==> config.mk <==
export PLATFORM = sky130hd
export DESIGN_NAME = seven_seg_scan_mux
export DESIGN_NICKNAME = d
export VERILOG_FILES = /design/src/rtl/seven_seg_scan_mux.sv
export SDC_FILE = /design/constraint.sdc
export NUM_CORES = 1
export LEC_CHECK = 0
export BUFFER_PORTS_ARGS = -buffer_cell sky130_fd_sc_hd__buf_2
export CAP_MARGIN = 20
export CORE_MARGIN = 1
export CORE_UTILIZATION = 59
export CTS_CLUSTER_DIAMETER = 200
export CTS_CLUSTER_SIZE = 14
export DETAILED_ROUTE_END_ITERATION = 8
export GPL_TIMING_DRIVEN = 0
export PLACE_DENSITY = 0.95
export SYNTH_ARGS = -nofsm -noshare
export SYNTH_HDL_FRONTEND = slang
export SYNTH_SLANG_ARGS = --single-unit
==> constraint.sdc <==
create_clock -name clk -period 12.2 [get_ports clk]
set_clock_uncertainty 0.05 [all_clocks]
set_input_delay 0 -clock clk [delete_from_list [all_inputs] [get_ports clk]]
set_output_delay 0 -clock clk [all_outputs]
set_load 0.01 [all_outputs]
==> src/rtl/seven_seg_scan_mux.sv <==
// seven_seg_scan_mux: scans eight latched 7-segment patterns onto one shared
// segment bus with one-hot digit selects. Each digit slot starts with a short
// blanking gap (anti-ghosting) and ends with a PWM-dimmed show phase. All
// inputs are snapshotted once per frame so a frame never mixes old and new data.
//
// Interface timing: there is no handshake. seg_out, dig_sel and frame_tick
// are registered and valid every cycle. They reflect the FSM state of the
// previous cycle. frame_tick is a single-cycle pulse.
module seven_seg_scan_mux #(
  parameter int CLK_DIV        = 16,
  parameter int BLANK_CYCLES   = 2,
  parameter int SEG_ACTIVE_LOW = 0,
  parameter int DIG_ACTIVE_LOW = 0
) (
  input  logic       clk,
  input  logic       nrst,
  input  logic       enable,
  input  logic [2:0] brightness,
  input  logic [7:0] ss0,
  input  logic [7:0] ss1,
  input  logic [7:0] ss2,
  input  logic [7:0] ss3,
  input  logic [7:0] ss4,
  input  logic [7:0] ss5,
  input  logic [7:0] ss6,
  input  logic [7:0] ss7,
  output logic [7:0] seg_out,
  output logic [7:0] dig_sel,
  output logic       frame_tick,
  output logic [1:0] state_dbg
);

  localparam int CNT_W    = $clog2(CLK_DIV);
  localparam int SHOW_LEN = CLK_DIV - BLANK_CYCLES;

  localparam logic [CNT_W-1:0] CNT_LAST   = CNT_W'(CLK_DIV - 1);
  localparam logic [CNT_W-1:0] BLANK_LAST = CNT_W'(BLANK_CYCLES - 1);

  // An XOR mask applies the output polarity. The off level is the mask itself.
  localparam logic [7:0] SEG_MASK = (SEG_ACTIVE_LOW != 0) ? 8'hFF : 8'h00;
  localparam logic [7:0] DIG_MASK = (DIG_ACTIVE_LOW != 0) ? 8'hFF : 8'h00;

  localparam logic [1:0] IDLE  = 2'd0;
  localparam logic [1:0] BLANK = 2'd1;
  localparam logic [1:0] SHOW  = 2'd2;

  logic [1:0]       state, state_n;
  logic [CNT_W-1:0] cnt, cnt_n;
  logic [2:0]       idx, idx_n;
  logic [2:0]       bright_q;
  logic [7:0]       snap [8];
  logic             take_snap;
  logic             frame_end;
  logic             lit;
  int               lit_end;
  logic [7:0]       seg_n;
  logic [7:0]       dig_n;

  assign state_dbg = state;

  // Next-state logic for the scan FSM. enable=0 forces IDLE from any state.
  always_comb begin
    state_n   = state;
    cnt_n     = cnt;
    idx_n     = idx;
    take_snap = 1'b0;
    if (!enable) begin
      state_n = IDLE;
      cnt_n   = '0;
      idx_n   = '0;
    end else begin
      case (state)
        IDLE: begin
          state_n   = BLANK;
          cnt_n     = '0;
          idx_n     = '0;
          take_snap = 1'b1;
        end
        BLANK: begin
          cnt_n = cnt + 1'b1;
          if (cnt == BLANK_LAST) state_n = SHOW;
        end
        SHOW: begin
          if (cnt == CNT_LAST) begin
            cnt_n     = '0;
            state_n   = BLANK;
            idx_n     = idx + 1'b1;
            take_snap = (idx == 3'd7);
          end else begin
            cnt_n = cnt + 1'b1;
          end
        end
        default: begin
          state_n = IDLE;
          cnt_n   = '0;
          idx_n   = '0;
        end
      endcase
    end
  end

  // Pre-register output decode. The digit is lit for the first ON_LEN cycles
  // of SHOW. brightness=7 gives an ON_LEN equal to the whole show phase.
  always_comb begin
    lit_end   = BLANK_CYCLES + (SHOW_LEN * (int'(bright_q) + 1)) / 8;
    lit       = enable && (state == SHOW) && (int'(cnt) < lit_end);
    frame_end = enable && (state == SHOW) && (cnt == CNT_LAST) && (idx == 3'd7);
    seg_n     = lit ? snap[idx] : 8'h00;
    dig_n     = lit ? (8'b1 << idx) : 8'h00;
  end

  // State, slot counter and digit index registers.
  always_ff @(posedge clk or negedge nrst) begin
    if (!nrst) begin
      state <= IDLE;
      cnt   <= '0;
      idx   <= '0;
    end else begin
      state <= state_n;
      cnt   <= cnt_n;
      idx   <= idx_n;
    end
  end

  // Per-frame snapshot of the patterns and the brightness. It is taken when
  // leaving IDLE and on each frame wrap.
  always_ff @(posedge clk or negedge nrst) begin
    if (!nrst) begin
      for (int i = 0; i < 8; i++) snap[i] <= 8'h00;
      bright_q <= 3'd7;
    end else if (take_snap) begin
      snap[0]  <= ss0;
      snap[1]  <= ss1;
      snap[2]  <= ss2;
      snap[3]  <= ss3;
      snap[4]  <= ss4;
      snap[5]  <= ss5;
      snap[6]  <= ss6;
      snap[7]  <= ss7;
      bright_q <= brightness;
    end
  end

  // Registered outputs. Reset drives them to the off level asynchronously.
  always_ff @(posedge clk or negedge nrst) begin
    if (!nrst) begin
      seg_out    <= SEG_MASK;
      dig_sel    <= DIG_MASK;
      frame_tick <= 1'b0;
    end else begin
      seg_out    <= seg_n ^ SEG_MASK;
      dig_sel    <= dig_n ^ DIG_MASK;
      frame_tick <= frame_end;
    end
  end

endmodule

# --- Word level (Yosys, flattened, before mapping) ---
# Cells that the tools add are included.
totals:
  reg_bits: 93
  input_bits: 70
  out_inout_bits: 19
  wordCells: 60
op_classes:
  addsub: 5
  multipliers: 1
  magnitude_cmp: 2
  eq_ne: 8
  shift: 1
  n_mux: 18
  n_bitwise: 2
  n_reduce_logical: 8
op_table:
  columns: ["cell", "count"]
  rows:
  - ["3-bit by 32-bit adder with 32-bit output (first input constant)", 1]
  - ["32-bit by 1-bit adder with 32-bit output", 1]
  - ["5-bit by 32-bit less-than comparator with 1-bit output", 1]
  - ["8-bit two-way mux", 4]
  - ["8-bit binary-select mux with 3-bit select", 1]
  - ["4-bit two-way mux", 2]
  - ["4-bit one-hot mux with 2 select lines", 1]
  - ["1-bit by 3-bit left shift with 8-bit output (first input constant)", 1]
  - ["3-bit by 4-bit multiplier with 7-bit output (first input constant)", 1]
  - ["2-bit two-way mux", 3]
  - ["3-bit two-way mux", 2]
  - ["2-bit one-hot mux with 3 select lines", 1]
  - ["3-bit one-hot mux with 2 select lines", 1]
  - ["3-bit by 1-bit adder with 4-bit output (second input constant)", 1]
  - ["4-bit by 1-bit adder with 4-bit output (second input constant)", 1]
  - ["4-bit by 1-bit == test with 1-bit output (second input constant)", 1]
  - ["4-bit == test (second input constant)", 1]
  - ["4-bit >= comparator (second input constant)", 1]
  - ["1-bit logical AND", 4]
  - ["3-bit inverter with 4-bit output", 1]
  - ["2-bit AND reduction", 2]
  - ["3-bit by 1-bit adder with 3-bit output (second input constant)", 1]
  - ["3-bit == test (second input constant)", 1]
  - ["3-bit by 2-bit inequality test with 1-bit output (second input constant)", 1]
  - ["9 further kinds", 10]

# --- Depth between registers and ports, before layout ---
# Gate-level depths: netlist of run 1.
logic_depth:
  word_depth: 9
  depth_mapped: 17
  mapped_depth_nobuf: 16

# --- Worst setup path after synthesis of run 1 ---
# Ideal clock, no wire load.
synth_path:
  path_type: "reg-to-reg"
  startpoint: "reg bright_q[0]"
  endpoint: "reg dig_sel[4]"
  setup_time_ps: 134
  arrival_time_ps: 4214
  t_required_ps: 12016
  setup_slack_ps: 7802
  path_stages_with_launch: 17
  path_buffers: 1
  period_less_slack_ps: 4398
  cell_sequence: "dfstp_2 > inv_1 > ha_1 > xnor3_2 > ha_1 > fa_1 > xor2_1 > ha_1 > xor2_1 > and3_1 > a2111oi_0 > o311ai_2 > ha_1 > nand2_1 > a21oi_1 > buf_2 > nor3_1"
synth_between:
  elab_chain_cells: 9
synth_lines:
  columns: ["item", "line", "rtl"]
  rows:
  - ["from (decl)", "50", "logic [2:0] bright_q;"]
  - ["from (signal assigned)", "140", "bright_q <= brightness;"]
  - ["3-bit by 1-bit adder with 4-bit output (*)", "105", "lit_end = BLANK_CYCLES + (SHOW_LEN * (int'(bright_q) + 1)) / 8;"]
  - ["3-bit by 4-bit multiplier with 7-bit output (*)", "105", null]
  - ["2-bit OR reduction (no line)", null, null]
  - ["1-bit AND (no line)", null, null]
  - ["32-bit by 1-bit adder with 32-bit output (no line) (*)", null, null]
  - ["3-bit by 32-bit adder with 32-bit output (*)", "105", null]
  - ["5-bit by 32-bit less-than comparator with 1-bit output (*)", "106", "lit = enable && (state == SHOW) && (int'(cnt) < lit_end);"]
  - ["1-bit logical AND (*)", "106", null]
  - ["8-bit two-way mux (*)", "109", "dig_n = lit ? (8'b1 << idx) : 8'h00;"]
  - ["net dig_n[4]", "57", "logic [7:0] dig_n;"]
  - ["to (signal assigned)", "152", "dig_sel <= dig_n ^ DIG_MASK;"]
  - ["to (decl)", "28", "output logic [7:0] dig_sel,"]
# Mark *: on every way through the listed nets, which the timed path passes. The rest lies on a longest branch.
# A chain may end at the register's enable or synchronous reset.

# --- Final worst setup path of run 1 ---
layout_path:
  startpoint: "reg bright_q[0]"
  endpoint: "reg seg_out[0]"
layout_between:
  elab_chain_cells: 9
layout_lines:
  columns: ["item", "line", "rtl"]
  rows:
  - ["3-bit by 1-bit adder with 4-bit output (*)", "105", null]
  - ["3-bit by 4-bit multiplier with 7-bit output (*)", "105", null]
  - ["2-bit OR reduction (no line)", null, null]
  - ["1-bit AND (no line)", null, null]
  - ["32-bit by 1-bit adder with 32-bit output (no line) (*)", null, null]
  - ["3-bit by 32-bit adder with 32-bit output (*)", "105", null]
  - ["5-bit by 32-bit less-than comparator with 1-bit output (*)", "106", null]
  - ["1-bit logical AND (*)", "106", null]
  - ["8-bit two-way mux (*)", "108", "seg_n = lit ? snap[idx] : 8'h00;"]
  - ["net seg_n[0]", "56", "logic [7:0] seg_n;"]
  - ["to (signal assigned)", "151", "seg_out <= seg_n ^ SEG_MASK;"]
  - ["to (decl)", "27", "output logic [7:0] seg_out,"]
# Marks and branches as above.

==> results of run 1 <==
through the flow:
stage / setup slack, ns / instances / hold WS, ns / utilization (%) / cell area (sq um)
final: 7.06 / 586 / 0.00382 / 81.7 / 5920
after global routing: 6.69 / 586 / 0.0422 / 81.7 / 5920
after CTS: 7.18 / 586 / 0.0214 / 81.7 / 5920
after detailed placement: 7.23 / 501 / -0.120 / 69.5 / 5040
after global placement: 7.51 / 500 / 0.182 / 69.1 / 5010
after floorplan: 7.80 / 313 / -0.346 / - / 4450
synthesized netlist by cell type, types with 2 or more instances:
master / number / area (sq um)
dfrtp_1: 90 / 2250
mux2_2: 67 / 754
ha_1: 23 / 288
mux4_2: 16 / 360
nor3_1: 15 / 75.1
inv_1: 12 / 45.0
nand2_1: 9 / 33.8
nand3_1: 9 / 45.0
buf_2: 8 / 40.0
mux2i_1: 8 / 80.1
nor2_1: 8 / 30.0
a21oi_1: 7 / 35.0
buf_6: 3 / 33.8
clkbuf_1: 3 / 11.3
dfstp_2: 3 / 78.8
nor4b_1: 3 / 26.3
xnor2_1: 3 / 26.3
xor2_1: 3 / 26.3
a21o_1: 2 / 15.0
nor3b_1: 2 / 15.0
o21ai_0: 2 / 10.0
report_power, final:
| group | leakage [nW] | internal, mW | total [mW] | switching (mW) |
|---|---|---|---|---|
| Combinational | 1.54 | 0.183 | 0.371 | 0.188 |
| Clock | 0.0918 | 0.0834 | 0.206 | 0.123 |
| Sequential | 1.14 | 0.365 | 0.406 | 0.0405 |
path summary, 6_finish.rpt:
path,slack (ns),start,cells past startpoint,end
worst max-delay path,7.06,bright_q[0]$_DFFE_PN1P_,16,seg_out[0]$_DFF_PN0_
worst min-delay path,0.004,nrst,2,snap[60]$_DFFE_PN0P_
worst max register to register,7.06,bright_q[0]$_DFFE_PN1P_,16,seg_out[0]$_DFF_PN0_
worst min register to register,0.46,snap[40]$_DFFE_PN0P_,1,snap[40]$_DFFE_PN0P_
max in group asynchronous,11.44,nrst,3,state_dbg[0]$_DFFE_PN0P_
min in group clk,0.32,ss6[3],3,snap[11]$_DFFE_PN0P_
flip-flops by register name, indices dropped and copies added, names as in the netlist:
| register | cells |
|---|---|
| idx | 3 |
| snap | 64 |
| seg_out | 8 |
| frame_tick | 1 |
| cnt | 4 |
| state_dbg | 2 |
| dig_sel | 8 |
| bright_q | 3 |
cells by family after synthesis:
| family | after synthesis |
|---|---|
| flops | 93 |
| mux | 91 |
| simple gates | 53 |
| buf+inv | 28 |
| fa+ha+maj | 24 |
| compound gates | 17 |
| xor+xnor | 7 |
metal layers:
metal  vias up  wire length [um]
li1       1466                 -
met4         0               554
met1      1684              4360
met3        49               667
met2       198              6640
met5         -                 0
cell type report:
cell class                 instances  share of cell area (%)
buffer                            15                    1.56
sequential                        93                    39.3
clock inverter                     6                   0.887
multi-input combinational        192                    33.4
timing repair buffer             158                    19.6
tap                               99                    2.09
inverter                          13                   0.824
clock buffer                      10                    2.32
==> impl_results.md, run 1 <==
- Outcome: finished clean
- Vias in the first global route: between 3000 and 4000
- Worst-path maximum fanout: 10
- Vias per inst: 5.80
- P_leak: about 2.8 nW
- DR iter-0 viols: 300
- Total grt overflow: 0
- Number of flops mapped to enable cells by yosys: 0
- Final period util: between 40% and 50%
- Routed length per instance: about 21 um
- Kind of critical path: flip-flop to flip-flop
- Die Area: between 7000 and 8000 sq um
- Initial core utilization: between 60% and 70%
- Delay-heaviest family, CP: adder cells
- Final hold viol count: 0
- Most used cell, CP: ha_1
- DRT Pass-1 Iters: 5
- Worst slew pin tran: between 0.7 and 0.8 ns
- Area of the core: slightly above 7000 sq um
- Pwr Total: between 0.9 and 1 mW
- Busiest grt layer: met2
- Antenna-violating nets left: 0
- Crit-path cells: inv_1, ha_1, xnor3_2, ha_1, fa_1, xor2_1, ha_1, xor2_1, nor3_1, a2111oi_0, o311ai_2, ha_1, nand2_1, a21oi_1, buf_2, nor3_1
- Root Buffer: clkbuf_8
- Fin. max-slew vios: 0
- Clock slew at reported path FFs: 0.11 ns
- Worst setup SP type: flip-flop
- Io pins: slightly below 90
- Adder and majority cell fraction of the synthesized area: 6.92%
- Post-CTS Setup Inserts: 0
- Commonest non-fill, non-tap cell in the layout: buf_2
- Met2 Usage GRT: 62.0%
- Std cell rows: 31
- Fraction of layout instances using a drive strength above 1: 42.9%
- Hold Path Class: input port to async pin
- Main combinational cell family by area after synthesis: multiplexers
- # port buffers: slightly below 90
- Gpl congestion: approximately 0.80
- Mux share of post-synthesis cell area: a little over a quarter
- Max stage delay on crit path: roughly 0.61 ns
- DRC: 0
- Mapped cell area: ~4400 sq um
- Predominant post-synthesis flop cell: dfrtp_1
- Period minus WS final: 5.14 ns
- Async SR Flop Fraction: 100%
- Sequential cell area: around 2300 sq um
- Post-CTS Hold Fix Bufs: 69
- Simple-gate area share of the yosys netlist: under 10%
- Gr usage total: around a third
- Critical Path Sink Type: flip-flop
- Flops & latches, synth: between 90 and 100
- Slew headroom: between 50% and 60%
- Max cap viols: 0
- Multi-input logic area: a little under 2000 sq um
- Die Height: between 80 and 90 um
- Peak VDD IR: 0.0951 mV
- Bufs on Longest Clock Path: 2
- M3 GR Usage: under 10%
- First-pass GRT wire length: between 15000 and 20000 um
- Critical Path RT: between 10 and 15 ns
- Mapped Cells: ~310
- Slowest cell on the critical path: dfstp_2
- Antenna fix cells: 0
- Most frequent cells in the layout: buf_2 (95), dfrtp_1 (90), dlygate4sd3_1 (69), mux2_2 (67), ha_1 (23)
- Met1 global-route usage: ~37%
- Avg Cell Area, Syn: 14.2 sq um
- Htree depth: 3
- Clock Sink Count: 93
- Maximum number of pins on one net before global-route repair: 69
- RSZ-0062 raised after global routing: false
- Post-route setup TNS: 0 ns
- PostCTS Resize Cnt: 0
- Detailed Place HPWL: approximately 7200 um
- Die width: between 80 and 90 um
- Routed WL: 12200 um
- Post-Synth XOR/XNOR Area: under 10%
- CTS tree: yes
- TritonCTS buffer count: 9
- Register area share after synthesis: between 50% and 60%
- Skew-Pair Late Insertion Delay: 0.38 ns
- Fillcell total: 403
- Synthesis-to-layout area growth: 33.2%
- Final setup fails: 0
- Syn Nets: 407
- Buf/Inv on CP: 2
- Antenna violations before repair: 0
- Highest Clock Rate: a little under 200 MHz
- CP arrival: ~5.3 ns
- Fin nets: 576
- Compound-Gate Fraction of Synth Area: between 2 and 3%
- Pwr dens: about 170 nW/um^2
- Synth warn: 0
- Synth cell types: 38
- Via Count: roughly 3400
(Power assumes the default switching activity.)
==> run 2: changes to the inputs <==
--- a/config.mk
+++ b/config.mk
@@ -5,15 +5,16 @@
 export SDC_FILE = /design/constraint.sdc
 export NUM_CORES = 1
 export LEC_CHECK = 0
+export ABC_AREA = 1
 export BUFFER_PORTS_ARGS = -buffer_cell sky130_fd_sc_hd__buf_2
 export CAP_MARGIN = 20
 export CORE_MARGIN = 1
-export CORE_UTILIZATION = 59
+export CORE_UTILIZATION = 50
 export CTS_CLUSTER_DIAMETER = 200
 export CTS_CLUSTER_SIZE = 14
 export DETAILED_ROUTE_END_ITERATION = 8
 export GPL_TIMING_DRIVEN = 0
-export PLACE_DENSITY = 0.95
+export PLACE_DENSITY = 0.86
 export SYNTH_ARGS = -nofsm -noshare
 export SYNTH_HDL_FRONTEND = slang
 export SYNTH_SLANG_ARGS = --single-unit
==> constraint.sdc (replaced) <==
create_clock -name clk -period 4.65 [get_ports clk]
set_clock_uncertainty 0.05 [all_clocks]
set_input_delay 0 -clock clk [delete_from_list [all_inputs] [get_ports clk]]
set_output_delay 0 -clock clk [all_outputs]
set_load 0.01 [all_outputs]
==> impl_results.md, run 2 <==
- Hold Path Class: input port to async pin
- Die Area: between 9000 and 10000 sq um
- Post-synth top cells: nand2_1 (177), dfrtp_1 (90), inv_1 (53), nand3_1 (39)
- Via Count: 4635
- Highest Clock Rate: approximately 240 MHz
- Pre-CTS setup slack: between 0.4 and 0.5 ns
- Outcome: finished clean
- Combinational share of power: a little under half
- Predominant post-synthesis flop cell: dfrtp_1
- Count leader, synth: nand2_1
- First-pass GRT wire length: between 20000 and 25000 um
- Commonest non-fill, non-tap cell in the layout: nand2_1
- Mapped cell area: ~4700 sq um
- Syn Nets: around 660
- Compound-Gate Fraction of Synth Area: around 14%
- Critical Path RT: roughly 4.9 ns
- Leading area contributor after synthesis: dfrtp_1
- Detailed Place HPWL: 8720 um
- Worst-path maximum fanout: 10
- Post-route setup TNS: 0 ns
- Biggest regs: snap: 64 flops, dig_sel: 8 flops, seg_out: 8 flops
- RSZ-0062 raised after global routing: false
- Antenna-violating nets left: 0
- Dominant cells by area after synthesis: dfrtp_1 (48%), nand2_1 (14%), ha_1 (6.1%)
- Slew headroom: between 60 and 70%
- Post-Synth XOR/XNOR Area: less than 1%
- Pwr dens: between 500 and 600 nW/um^2
- Sw Share: about two fifths
- P_leak: 3.30 nW
- Worst slew pin tran: a little over 0.5 ns
- Fraction of layout instances using a drive strength above 1: approximately a fifth
- Max cap viols: 0
- Worst setup SP type: flip-flop
- Final hold viol count: 0
- Fin nets: roughly 830
- Flops & latches, synth: 93
- Synth cell types: 26
- Mux share of post-synthesis cell area: 0%
- Gr usage total: between 20% and 30%
- Die Height: between 90 and 100 um
- CTS tree: yes
- Root Buffer: clkbuf_8
- DR iter-0 viols: 514
- Period minus WS final: 4.25 ns
- Flop pwr share: 36.6%
- Gpl congestion: between 0.8 and 0.9
- Total grt overflow: 0
- FF-to-FF End: seg_out[4]$_DFF_PN0_
- Simple-gate area share of the yosys netlist: a little over a fifth
- Share of the synthesized area in the top cell type: 47.7%
- Die width: between 90 and 100 um
- Register area share after synthesis: roughly half
- Pint: about 2.1 mW
- TritonCTS buffer count: 9
- Most frequent cells in the layout: nand2_1 (177), buf_2 (96), dfrtp_1 (90), dlygate4sd3_1 (69), inv_1 (53)
- Async SR Flop Fraction: 100%
- Fin util: between 60% and 70%
- Fin. max-slew vios: 0
- Clk network pwr share: ~18%
- Number of flops mapped to enable cells by yosys: 0
- Most flops, register: snap
- Area of the core: slightly above 9000 sq um
- P_sw: 1.39 mW
- Kind of critical path: flip-flop to flip-flop
- Mapped Cells: about 560
- Final worst slack: between 0.4 and 0.5 ns
- Reg2Reg Launch Point: bright_q[0]$_DFFE_PN1P_
- Htree depth: 3
- # port buffers: approximately 90
- Skew-Pair Late Insertion Delay: 0.37 ns
- Bufs on Longest Clock Path: 2
- Clock slew at reported path FFs: roughly 0.09 ns
- Maximum number of pins on one net before global-route repair: 74
- Routed length per instance: ~16 um
- Antenna fix cells: 0
- Vias per inst: around 5.5
- Avg Cell Area, Syn: ~8.4 sq um
- Routed WL: approximately 14000 um
- DRT Pass-1 Iters: 5
- Critical Path Sink Type: flip-flop
- Vias in the first global route: 4630
- DRC: 0
- Final setup fails: 0
- Final period util: about 91%
- Clock Sink Count: 93
- Io pins: ~90
- Synthesis-to-layout area growth: 32.3%
- Initial core utilization: between 50% and 60%
- R2R Setup Slk: between 0.4 and 0.5 ns
- Worst R2R Path Depth: 21
- Adder and majority cell fraction of the synthesized area: 6.52%
- CP arrival: around 4.4 ns
- Max reg flops: 64
- Final Hold Slack: roughly 0.019 ns
- Fillcell total: 646
- Std cell rows: 35
- Synth warn: 0
- Main combinational cell family by area after synthesis: simple AND/OR/NAND/NOR gates
- Peak VDD IR: 0.393 mV
- Antenna violations before repair: 0
-- run 2: cell types whose count changed after synthesis, sizes merged, moves of 29 or more --
cell   previous run  this run
nand2             9       179
a21oi             7        36
inv              13        54
nand3             9        40
o21ai             2        71
mux2             67         0
-- run 2: how the worst max path moves through the flow --
stage	from	end	slack (ns)	cells after the start
2_1_floorplan	bright_q[0]$_DFFE_PN1P_	dig_sel[0]$_DFF_PN0_	0.91	21
3_3_place_gp	bright_q[0]$_DFFE_PN1P_	dig_sel[3]$_DFF_PN0_	0.60	21
3_5_place_dp	bright_q[0]$_DFFE_PN1P_	seg_out[5]$_DFF_PN0_	0.47	21
4_1_cts	bright_q[0]$_DFFE_PN1P_	seg_out[5]$_DFF_PN0_	0.45	21
5_1_grt	bright_q[0]$_DFFE_PN1P_	seg_out[5]$_DFF_PN0_	0.10	21
6_report	bright_q[0]$_DFFE_PN1P_	seg_out[4]$_DFF_PN0_	0.40	21
-- run 2: power by group through the flow --
stage / logic, mW / clock network, mW / registers [mW]
6_report: 1.60 / 0.617 / 1.28
5_1_grt: 1.82 / 0.655 / 1.30
4_1_cts: 1.57 / 0.614 / 1.26
2_1_floorplan: 1.14 / 0 / 1.24
3_3_place_gp: 1.41 / 0 / 1.26
3_5_place_dp: 1.51 / 0 / 1.28
-- run 2: worst max-delay path, cell delays in order (launching register included) --
cell,delay [ns]
dfstp_2,0.59
inv_1,0.09
ha_1,0.34
inv_1,0.12
xor2_1,0.16
inv_1,0.06
ha_1,0.31
fa_1,0.45
xor2_1,0.17
ha_1,0.20
xor2_1,0.17
inv_1,0.06
nand3_1,0.08
nand2_1,0.07
ha_1,0.29
nand2_1,0.06
o21bai_1,0.15
nand2_1,0.06
nand2_1,0.05
nand2_1,0.20
buf_2,0.29
nor2_1,0.09
-- run 2: what timing repair did --
item / in CTS / in global routing
hold buffers: 69 / 0
setup buffers: 0 / 0
endpoints found under the setup margin: 0 / 0
hold endpoints to repair: 160 / 0
resized for setup: 0 / 0
-- run 2: cells by family (layout without fill, tap and decap cells) --
kind of cell	after synthesis	after routing
buffers and inverters	84	258
flip-flops	93	93
AND/OR/NAND/NOR	246	246
XOR/XNOR	5	5
adder cells (fa/ha/maj)	24	24
AO/OA/AOI/OAI	112	112
-- run 2: final cells by class --
cell class,instances,area [sq um],area share (%)
flip-flops and latches,93,2330,37.3
multi-input cells,387,1990,31.8
repair buffers,158,1160,18.6
inverters,54,203,3.25
plain buffers,30,199,3.19
clock buffers,12,155,2.48
well taps,111,139,2.22
clock inverters,4,70.1,1.12
-- run 2: through the flow --
| step | power [mW] | instance area (sq um) | std cells |
|---|---|---|---|
| 2_1_floorplan | 2.38 | 4720 | 564 |
| 3_3_place_gp | 2.68 | 5300 | 763 |
| 3_5_place_dp | 2.79 | 5330 | 764 |
| 4_1_cts | 3.45 | 6250 | 849 |
| 5_1_grt | 3.78 | 6250 | 849 |
| 6_report | 3.49 | 6250 | 849 |
-- run 2: metal layers --
metal / vias to the layer above / part of all wire, % / GRT usage (%) / wire, um
met3: 50 / 7.0 / 5.69 / 947
met4: 0 / 3.6 / 14.4 / 490
li1: 2129 / - / - / -
met2: 241 / 48 / 50.1 / 6550
met5: - / 0 / 0 / 0
met1: 2215 / 41 / 36.6 / 5550
==> run 3: changes to the inputs <==
--- a/config.mk
+++ b/config.mk
@@ -14,6 +14,7 @@
 export CTS_CLUSTER_SIZE = 14
 export DETAILED_ROUTE_END_ITERATION = 8
 export GPL_TIMING_DRIVEN = 0
+export HOLD_SLACK_MARGIN = 0.15
 export PLACE_DENSITY = 0.86
 export SYNTH_ARGS = -nofsm -noshare
 export SYNTH_HDL_FRONTEND = slang
==> impl_results.md, run 3 (same netlist as run 2, synthesis figures left out) <==
- Critical Path RT: ~4.9 ns
- Commonest non-fill, non-tap cell in the layout: nand2_1
- CP arrival: 4.44 ns
- Pre-CTS setup slack: around 0.47 ns
- Most flops, register: snap
- Kind of critical path: flip-flop to flip-flop
- Reg2Reg Launch Point: bright_q[0]$_DFFE_PN1P_
- Buf/Inv on CP: 5
- Die width: 99.2 um
- Final period util: between 90% and 100%
- Worst-path maximum fanout: 10
- DRT Pass-1 Iters: 5
- Via Count: 4644
- Biggest regs: snap: 64 flops, dig_sel: 8 flops, seg_out: 8 flops
- Die Height: approximately 99 um
- Hold Path Class: input port to flip-flop
- Worst setup startpoint: bright_q[0]$_DFFE_PN1P_
- Peak VDD IR: about 0.4 mV
- Synthesis-to-layout area growth: 32.7%
- Htree depth: 3
- P_leak: approximately 3.3 nW
- Antenna fix cells: 0
- Clock slew at reported path FFs: 0.09 ns
- Clock Sink Count: 93
- Slowest cell on the critical path: dfstp_2
- Vias in the first global route: between 4000 and 5000
- Vias per inst: 5.46
- Max stage delay on crit path: 0.58 ns
- Hold Crit Start: ss3[1]
- # port buffers: a little under 90
- RSZ-0062 raised after global routing: false
- Die Area: between 9000 and 10000 sq um
- PostCTS Resize Cnt: 0
- Slew headroom: about a third
- TritonCTS buffer count: 9
- Final hold viol count: 0
- Post-CTS Setup Inserts: 0
- Max cap viols: 0
- Highest Clock Rate: ~240 MHz
- Skew-Pair Late Insertion Delay: roughly 0.37 ns
- Period minus WS final: roughly 4.2 ns
- Total grt overflow: 0
- Outcome: finished clean
- DR iter-0 viols: slightly above 500
- Finished Cell Area: 6270 sq um
- Multi-input logic area: around 2000 sq um
- CTS tree: yes
- Fin. max-slew vios: 0
- Post-route setup TNS: 0 ns
- Worst slew pin tran: between 1 and 1.5 ns
- Pwr Total: 3.49 mW
- Initial core utilization: 51.3%
- Final Hold Slack: 0.312 ns
- Maximum number of pins on one net before global-route repair: 74
- Delay-heaviest family, CP: adder cells
- Sequential cell area: around 2300 sq um
- Final setup fails: 0
- Fraction of layout instances using a drive strength above 1: between 20% and 30%
- Io pins: 89
- Antenna-violating nets left: 0
- Gr usage total: between 20% and 30%
- Gpl congestion: just under 0.9
- Std cell rows: 35
- Antenna violations before repair: 0
- Fin nets: 829
- Bufs on Longest Clock Path: 2
- Routed length per instance: 16.1 um
- Root Buffer: clkbuf_8
- Fillcell total: about 650
- DP Area: around 5300 sq um
- Final worst slack: 0.405 ns
- Crit-path cells: inv_1, ha_1, inv_1, xor2_1, inv_1, ha_1, fa_1, xor2_1, ha_1, xor2_1, inv_1, nand3_1, nand2_1, ha_1, nand2_1, o21bai_1, nand2_1, nand2_1, nand2_1, buf_2, nor2_1
- Detailed Place HPWL: just under 9000 um
- Max reg flops: between 60 and 70
- Area of the core: 9200 sq um
- DRC: 0
- Most frequent cells in the layout: nand2_1 (177), buf_2 (96), dfrtp_1 (90), dlygate4sd3_1 (71), inv_1 (53)
- Routed WL: around 14000 um
- Critical Path Sink Type: flip-flop
- Worst setup SP type: flip-flop
- Most used cell, CP: nand2_1
- First-pass GRT wire length: about 22000 um
- Pwr dens: about 560 nW/um^2
run 3: stage by stage:
step / std cells / utilization [%]
after floorplan: 564 / -
after global placement: 763 / 57.6
after detailed placement: 764 / 58.0
after CTS: 851 / 68.1
after global routing: 851 / 68.1
final: 851 / 68.1
run 3: final timing paths:
check	slack, ns	endpoint	depth (start not counted)
worst max-delay path	0.40	seg_out[4]$_DFF_PN0_	21
worst min-delay path	0.31	snap[33]$_DFFE_PN0P_	4
worst max register to register	0.40	seg_out[4]$_DFF_PN0_	21
worst min register to register	0.47	snap[39]$_DFFE_PN0P_	2
max in group asynchronous	2.52	snap[12]$_DFFE_PN0P_	4
min in group asynchronous	0.62	bright_q[0]$_DFFE_PN1P_	3
run 3: layer usage:
layer	vias up	share of wire, %	track usage (%)
li1	2135	-	-
met2	252	49	50.1
met1	2212	40	36.7
met4	0	3.2	14.5
met5	-	0	0
met3	45	7.7	5.83
run 3: what timing repair did:
item | CTS | global route
setup endpoints to repair | 0 | 0
hold buffers | 71 | 0
endpoints found under the hold margin | 166 | 0
run 3: where the power goes:
part | internal [mW] | switching, mW | leakage (nW)
sequential | 1.12 | 0.161 | 1.18
clock | 0.331 | 0.286 | 0.116
combinational | 0.652 | 0.947 | 2.02
total | 2.10 | 1.39 | 3.31
run 3: cell type report:
type	count	share of cell area, %
flip-flops and latches	93	37.2
multi-input cells	387	31.7
repair buffers	160	18.8
inverters	54	3.23
plain buffers	30	3.17
clock buffers	12	2.48
well taps	111	2.22
clock inverters	4	1.12
run 3: worst reg2reg max path, cell delays in order, from the launching register on:
cell and delay (ns):
dfstp_2 0.58, inv_1 0.09, ha_1 0.34, inv_1 0.12, xor2_1 0.16, inv_1 0.06
ha_1 0.31, fa_1 0.45, xor2_1 0.17, ha_1 0.20, xor2_1 0.17, inv_1 0.06
nand3_1 0.08, nand2_1 0.07, ha_1 0.30, nand2_1 0.06, o21bai_1 0.15, nand2_1 0.06
nand2_1 0.05, nand2_1 0.20, buf_2 0.29, nor2_1 0.10
